$ cat config.mk
export PLATFORM = sky130hd
export DESIGN_NAME = output_arbiter
export DESIGN_NICKNAME = d
export VERILOG_FILES = /design/src/rtl/router_pkg.sv /design/src/rtl/rr_arbiter.sv /design/src/rtl/output_arbiter.sv
export SDC_FILE = /design/constraint.sdc
export NUM_CORES = 1
export LEC_CHECK = 0
export ABC_CLOCK_PERIOD_IN_PS = 3600
export BUFFER_PORTS_ARGS = -buffer_cell sky130_fd_sc_hd__buf_2
export CAP_MARGIN = 20
export CORE_AREA = 2 2 130 132
export DETAILED_ROUTE_END_ITERATION = 10
export DIE_AREA = 0 0 132 134
export GPL_TIMING_DRIVEN = 0
export PLACE_DENSITY = 0.69
export SLEW_MARGIN = 20
export SYNTH_ARGS = -nofsm -noshare
export SYNTH_HDL_FRONTEND = slang
export SYNTH_SLANG_ARGS = --single-unit
$ cat constraint.sdc
create_clock -name clk -period 3.6 [get_ports clk]
set_input_delay 0.54 -clock clk [delete_from_list [all_inputs] [get_ports clk]]
set_output_delay 0.54 -clock clk [all_outputs]
set_load 0.02 [all_outputs]
$ cat src/rtl/router_pkg.sv
// Shared router definitions: default flit/port sizing, tail-flag position and
// a pointer-width helper used by the output arbiters.
package router_pkg;

  localparam int unsigned DEF_DATA_WIDTH = 64;
  localparam int unsigned DEF_NUM_IN     = 4;
  localparam int unsigned TAIL_BIT       = DEF_DATA_WIDTH - 1;

  // Width of a binary index over n items, never less than one bit.
  function automatic int unsigned clog2(input int unsigned n);
    int unsigned r;
    r = 0;
    for (int unsigned k = 0; k < 32; k++) begin
      if ((32'd1 << r) < n) r = r + 1;
    end
    return (r == 0) ? 1 : r;
  endfunction

endpackage

$ cat src/rtl/rr_arbiter.sv
// Combinational round-robin picker: first set req bit searching cyclically
// upward from ptr; returns a one-hot grant and its binary index.
module rr_arbiter #(
  parameter int unsigned N     = 4,
  parameter int unsigned PTR_W = 2
) (
  input  logic [N-1:0]     req,
  input  logic [PTR_W-1:0] ptr,
  output logic [N-1:0]     gnt,
  output logic [PTR_W-1:0] idx
);

  logic             found;
  logic [PTR_W-1:0] cand;

  always_comb begin
    gnt   = '0;
    idx   = '0;
    found = 1'b0;
    cand  = '0;
    for (int unsigned k = 0; k < N; k++) begin
      cand = PTR_W'((32'(ptr) + k) % N);
      if (!found && req[cand]) begin
        found     = 1'b1;
        gnt[cand] = 1'b1;
        idx       = cand;
      end
    end
  end

endmodule

$ cat src/rtl/output_arbiter.sv
// Round-robin N:1 router output stage with a single registered output slot.
// Define OUTPUT_ARBITER_LOCK_EN to hold the output for one input until a tail flit.
module output_arbiter
  import router_pkg::*;
#(
  parameter int unsigned DATA_WIDTH = DEF_DATA_WIDTH,
  parameter int unsigned NUM_IN     = DEF_NUM_IN
) (
  input  logic                         clk,
  input  logic                         reset,
  input  logic [NUM_IN-1:0]            in_full,
  input  logic [NUM_IN*DATA_WIDTH-1:0] in_data,
  output logic [NUM_IN-1:0]            in_re,
  output logic [DATA_WIDTH-1:0]        out_data,
  output logic                         out_we,
  input  logic                         down_full
);

  localparam int unsigned PTR_W = clog2(NUM_IN);

  logic                  out_valid;
  logic [PTR_W-1:0]      rr_ptr;
  logic [NUM_IN-1:0]     req;
  logic [NUM_IN-1:0]     gnt;
  logic [PTR_W-1:0]      win_idx;
  logic [PTR_W-1:0]      next_ptr;
  logic [DATA_WIDTH-1:0] win_data;
  logic                  slot_free;
  logic                  grant;
  logic [DATA_WIDTH-1:0] in_word [NUM_IN];

  for (genvar g = 0; g < NUM_IN; g++) begin : g_unpack
    assign in_word[g] = in_data[g*DATA_WIDTH +: DATA_WIDTH];
  end

`ifdef OUTPUT_ARBITER_LOCK_EN
  localparam int unsigned TAIL = DATA_WIDTH - 1;

  logic             lock_active;
  logic [PTR_W-1:0] lock_idx;

  always_comb begin
    req = in_full;
    if (lock_active) req = in_full & (NUM_IN'(1) << lock_idx);
  end

  always_ff @(posedge clk or posedge reset) begin
    if (reset) begin
      lock_active <= 1'b0;
      lock_idx    <= '0;
    end else if (grant) begin
      lock_active <= ~win_data[TAIL];
      lock_idx    <= win_idx;
    end
  end
`else
  assign req = in_full;
`endif

  rr_arbiter #(
    .N     (NUM_IN),
    .PTR_W (PTR_W)
  ) u_rr_arbiter (
    .req (req),
    .ptr (rr_ptr),
    .gnt (gnt),
    .idx (win_idx)
  );

  // A draining slot counts as free so it can be refilled in the same cycle.
  assign out_we    = out_valid & ~down_full;
  assign slot_free = ~out_valid | out_we;
  assign grant     = slot_free & (|req) & ~reset;
  assign in_re     = grant ? gnt : '0;
  assign win_data  = in_word[win_idx];
  assign next_ptr  = (win_idx == PTR_W'(NUM_IN - 1)) ? '0 : win_idx + 1'b1;

  always_ff @(posedge clk or posedge reset) begin
    if (reset) begin
      out_data  <= '0;
      out_valid <= 1'b0;
      rr_ptr    <= '0;
    end else if (grant) begin
      out_data  <= win_data;
      out_valid <= 1'b1;
      rr_ptr    <= next_ptr;
    end else if (out_we) begin
      out_valid <= 1'b0;
    end
  end

endmodule

# Yosys cells after proc, flatten, opt, wreduce, memory -nomap -nowiden
# Cells that the tools add are included.
dict set report word_totals {
  out_inout_bits 69
  regBits 67
  word_cells 74
  in_bits 263
}
dict set report classes {
  n_reduce_logical 12
  bitwise_logic 11
  eq_ne 1
  n_lt_le_gt_ge 9
  n_mux 34
  addsub 4
}
# operator count
set ops {}
lappend ops {{64-bit binary-select mux with 2-bit select} 1}
lappend ops {{64-bit 2-to-1 mux} 2}
lappend ops {{4-bit 2-to-1 mux} 5}
lappend ops {{1-bit 2-to-1 mux} 13}
lappend ops {{2-bit by 3-bit < comparator with 1-bit output (second input constant)} 4}
lappend ops {{4-bit bitwise OR} 3}
lappend ops {{2-bit 2-to-1 mux} 5}
lappend ops {{1-bit binary-select mux with 2-bit select} 4}
lappend ops {{1-bit demux with 2-bit select} 4}
lappend ops {{2-bit by 1-bit >= comparator with 1-bit output (second input constant)} 4}
lappend ops {{1-bit logical AND} 7}
lappend ops {{2-bit by 1-bit adder with 2-bit output (second input constant)} 2}
lappend ops {{2-bit adder (second input constant)} 2}
lappend ops {{4-bit OR reduction} 1}
lappend ops {{1-bit AND} 3}
lappend ops {{3-bit >= comparator (second input constant)} 1}
lappend ops {{1-bit logical NOT} 3}
lappend ops {{1-bit NOT} 3}
lappend ops {{2-bit NOT with 3-bit output} 1}
lappend ops {{2-bit == test (second input constant)} 1}
lappend ops {{2-bit nonzero test} 1}
lappend ops {{1-bit bitwise OR} 1}

# Depth between registers and ports, before layout
dict set report logic_depth {
  ltp_word 16
  ltp_mapped 11
}

# Hierarchy
# Synthesis repeated with hierarchy kept, for this count alone.
dict set report unflattened {
  hier_cells 278
  hier_area_um2 4717.0
}
# mod area_each_um2 n_inst cells_each
set by_module_without_submodules {}
lappend by_module_without_submodules {output_arbiter 4312.9 1 230}
lappend by_module_without_submodules {rr_arbiter 404.1 1 48}

# Worst setup path before layout
# OpenSTA, ideal clock, no wires.
dict set report synth_timing {
  path_type {register to output}
  start {register rr_ptr[1]}
  end {output port in_re[0]}
  setup_slack_ns 0.564
  required_time_ns 3.060
  stages_incl_launch_ff 10
  arrival_ns 2.496
  path_buffers 2
  path_cell_list {dfrtp_1 -> buf_2 -> inv_1 -> ha_1 -> clkbuf_1 -> mux4_2 -> a211oi_2 -> a22o_1 -> mux2i_1 -> a21oi_1}
}
dict set report synth_via {
  elab_chain_cells 13
  elab_cells_between_ends 48
  classes_between {add/sub (3); order compare (8); mux (24); bitwise (3); reduce/logical (10)}
}
# element line
set synth_lines {}
lappend synth_lines {{from (decl)} output_arbiter.sv:22} ;# logic [PTR_W-1:0] rr_ptr;
lappend synth_lines {{from (signal assigned)} output_arbiter.sv:86} ;# rr_ptr <= next_ptr;
lappend synth_lines {{branches (longest 11 deep; another with 2-bit by 3-bit < comparator with 1-bit output)} -}
lappend synth_lines {{4-bit 2-to-1 mux (*)} rr_arbiter.sv:23} ;# if (!found && req[cand]) begin
lappend synth_lines {{4-bit 2-to-1 mux (*)} output_arbiter.sv:74} ;# assign in_re = grant ? gnt : '0;
lappend synth_lines {{to (decl)} output_arbiter.sv:13} ;# output logic [NUM_IN-1:0] in_re,
# Mark *: on every way between the ends. The select of a mux whose other input is x is not followed.

# Final worst setup path
# Ends and elaborated chain as after synthesis.

==> results.yml <==
logic_synthesis:
  synth_seq_cells: 67
  synth_edf_count: 0
  synth_nets: 712
  async_reset_ff_share_pct: 100
  syn_area_per_cell_um2: 11.6
  yosysSeqAreaShare_pct: 32.8
  syn_inst: 441
  synth_top_area_share_pct: 32.8
  yosys.area.top_type: "dfrtp_1"
  netlist_area_um2: 5110
  ys.flop_type: "dfrtp_1"
  synth_area_leaders: "dfrtp_1 33%, mux2i_1 26%, o221ai_2 18%"
  yosysUniqueCellTypes: 42
  synth_warnings: 0
sta:
  period_share_pct: 94.4
  rsz0062_at_grt: "false"
  slew_headroom_pct: 50.3
  tightest_slew_ns: 0.745
  skew_ns: 0.00990
  hold_viol_final: 0
  fin_tns_setup_ns: 0
  setup_viol: 0
  max_freq_mhz: 294
  period_needed_ns: 3.40
  drv_slew: 0
  fin_ws_ns: 0.200
cts:
  cts_tree: "yes"
  clockBufferDepth: 2
  clock-root-buffer: "clkbuf_16"
  ctsResizeCount: 0
  cts_setup_buffers: 0
  hold_buffers: 0
  insertion_delay_ns: 0.33
  cts.sinks: 67
  h-tree-depth: 3
  clk_pin_slew_ns: 0.06
  numCtsBuffers: 9
critical_path:
  crit_chain: "buf_4 -> inv_1 -> ha_2 -> mux4_2 -> a211oi_4 -> a22o_1 -> mux2i_1 -> a21oi_1 -> buf_2"
  crit_arrival_ns: 2.86
  path_delay_family: "compound AO/OA/AOI/OAI gates"
  cp_num_buf_inv: 3
  end_kind: "output port"
  crit_fanout: 10
  critPathSlowestCell: "dfrtp_2"
  cp.required_ns: 3.06
  start_kind: "flip-flop"
  critPathKind: "reg2out"
  critical-path-max-stage-delay_ns: 0.43
route:
  drtIter0Drc: 173
  wl_per_cell_um: 16.6
  drcViolationCount: 0
  first_pass_iters: 5
  vias: 4804
  antenna_left: 0
  vias_per_cell: 4.78
  drt-total-wl_mm: 16.7
placed_design:
  place_ws_ns: 0.294
  place.gp.congestion: 0.793
  port_buffers: 329
  dp_cells: 991
  hpwl_mm: 13.3
layout:
  syn2layout_area_growth_pct: 44.9
  post-route-util_pct: 45.4
  drive_above_1_share_pct: 56.5
  fin_nets: 1052
  insertedDiodeCount: 0
  finalNonFillerCells: 1006
global_routing:
  overflow: 0
  antenna_found_initial: 1
  grt_use_total_pct: 18.7
  grt_max_degree: 35
  grt_pass1_wl_mm: 25.9
  grt_pass1_vias: 4850
floorplanning:
  io_pins: 332
  die_area_um2: 17700
  die_y_um: 134
  start_util_pct: 31.3
  fp.dieW_um: 132
  core-area_um2: 16300
  row_count: 47
power_and_ir_drop:
  peakVddDrop_mv: 0.366
  power_leakage_nw: 3.96
  power.total_w: 0.00683
  power_density_nw_per_um2: 924
outcome:
  status: "complete, no violations"
worst_hold_path:
  hold_class: "in2async"
flow_run:
  drv_cap: 0
[per-stage QoR]
| step | hold WS, ns | area [µm²] |
|---|---|---|
| finish | 0.230 | 7400 |
| global route | 0.261 | 7400 |
| CTS | 0.242 | 7380 |
| detailed placement | 0.466 | 7050 |
| global placement | 0.462 | 7030 |
| floorplan | 0.528 | 5110 |
[synthesized netlist by cell type (2+ instances only)]
library cell,instances
o221ai_2,60
buf_4,8
nor2_1,6
a22o_1,4
a21oi_1,9
ha_1,8
dfrtp_1,67
o221ai_1,4
buf_12,11
buf_2,5
o21ai_0,4
nand2b_1,2
nand2_1,75
clkbuf_1,13
bufbuf_8,3
inv_1,3
mux2i_1,134
[where the power goes]
part | internal [W] | leakage (nW) | total (W) | switching (W)
clock network | 0.000647 | 0.158 | 0.000996 | 0.000349
logic | 0.00210 | 2.98 | 0.00454 | 0.00244
registers | 0.00111 | 0.825 | 0.00130 | 0.000187
[layer usage]
layer  share of wire [%]  vias to the layer above  GRT usage (%)
met2                  52                      225           33.4
met5               0.078                        -              0
met1                  40                     2192           22.2
li1                    -                     2369              -
met3                 7.3                       16           5.37
met4                 1.1                        2           4.11
[state kept, by name (all words and copies together) (netlist names)]
name / count
out_data: 64
out_valid: 1
rr_ptr: 2
[worst paths after layout]
check,from,endpoint,slack (ns),depth (start not counted)
max,rr_ptr[1],in_re[0],0.20,9
min,reset,out_valid,0.23,2
max reg2reg,rr_ptr[0],out_data[3],0.83,10
min reg2reg,out_data[5],out_data[5],0.48,2
max in group asynchronous,reset,out_data[34],2.83,3
min in group clk,reset,out_valid,0.47,2
[cell type report]
| type | count | area, µm² |
|---|---|---|
| flip-flops and latches | 67 | 1680 |
| well taps | 220 | 275 |
| clock buffers | 11 | 253 |
| inverters | 4 | 17.5 |
| multi-input cells | 329 | 3010 |
| clock inverters | 5 | 83.8 |
| plain buffers | 40 | 413 |
| repair buffers | 330 | 1670 |
| fillers | 1572 | 8890 |
[cell usage in the layout, fill, tap and decap left out, drive strengths merged, types with 2 or more instances in the layout]
master / Yosys / layout
buf: 25 / 355
mux2i: 134 / 134
nand2: 75 / 75
dfrtp: 67 / 67
o221ai: 64 / 64
clkbuf: 13 / 23
a21oi: 9 / 9
ha: 8 / 8
nor2: 6 / 6
o21ai: 6 / 6
inv: 4 / 5
a22o: 4 / 4
bufbuf: 3 / 3
nand2b: 2 / 2
clkinvlp: 0 / 2
bufinv: 0 / 2
nand3: 2 / 2
[cell families (layout without fill, tap and decap cells)]
group / count (synthesis) / count (layout) / share of synthesized area [%]
fa+ha+maj: 8 / 8 / 1.96
xor+xnor: 1 / 1 / 0.172
flops: 67 / 67 / 32.8
buf+inv: 45 / 390 / 8.40
compound gates: 90 / 90 / 21.9
simple gates: 94 / 94 / 7.79
mux: 136 / 136 / 26.9
Power figures use the tool's default switching activity.
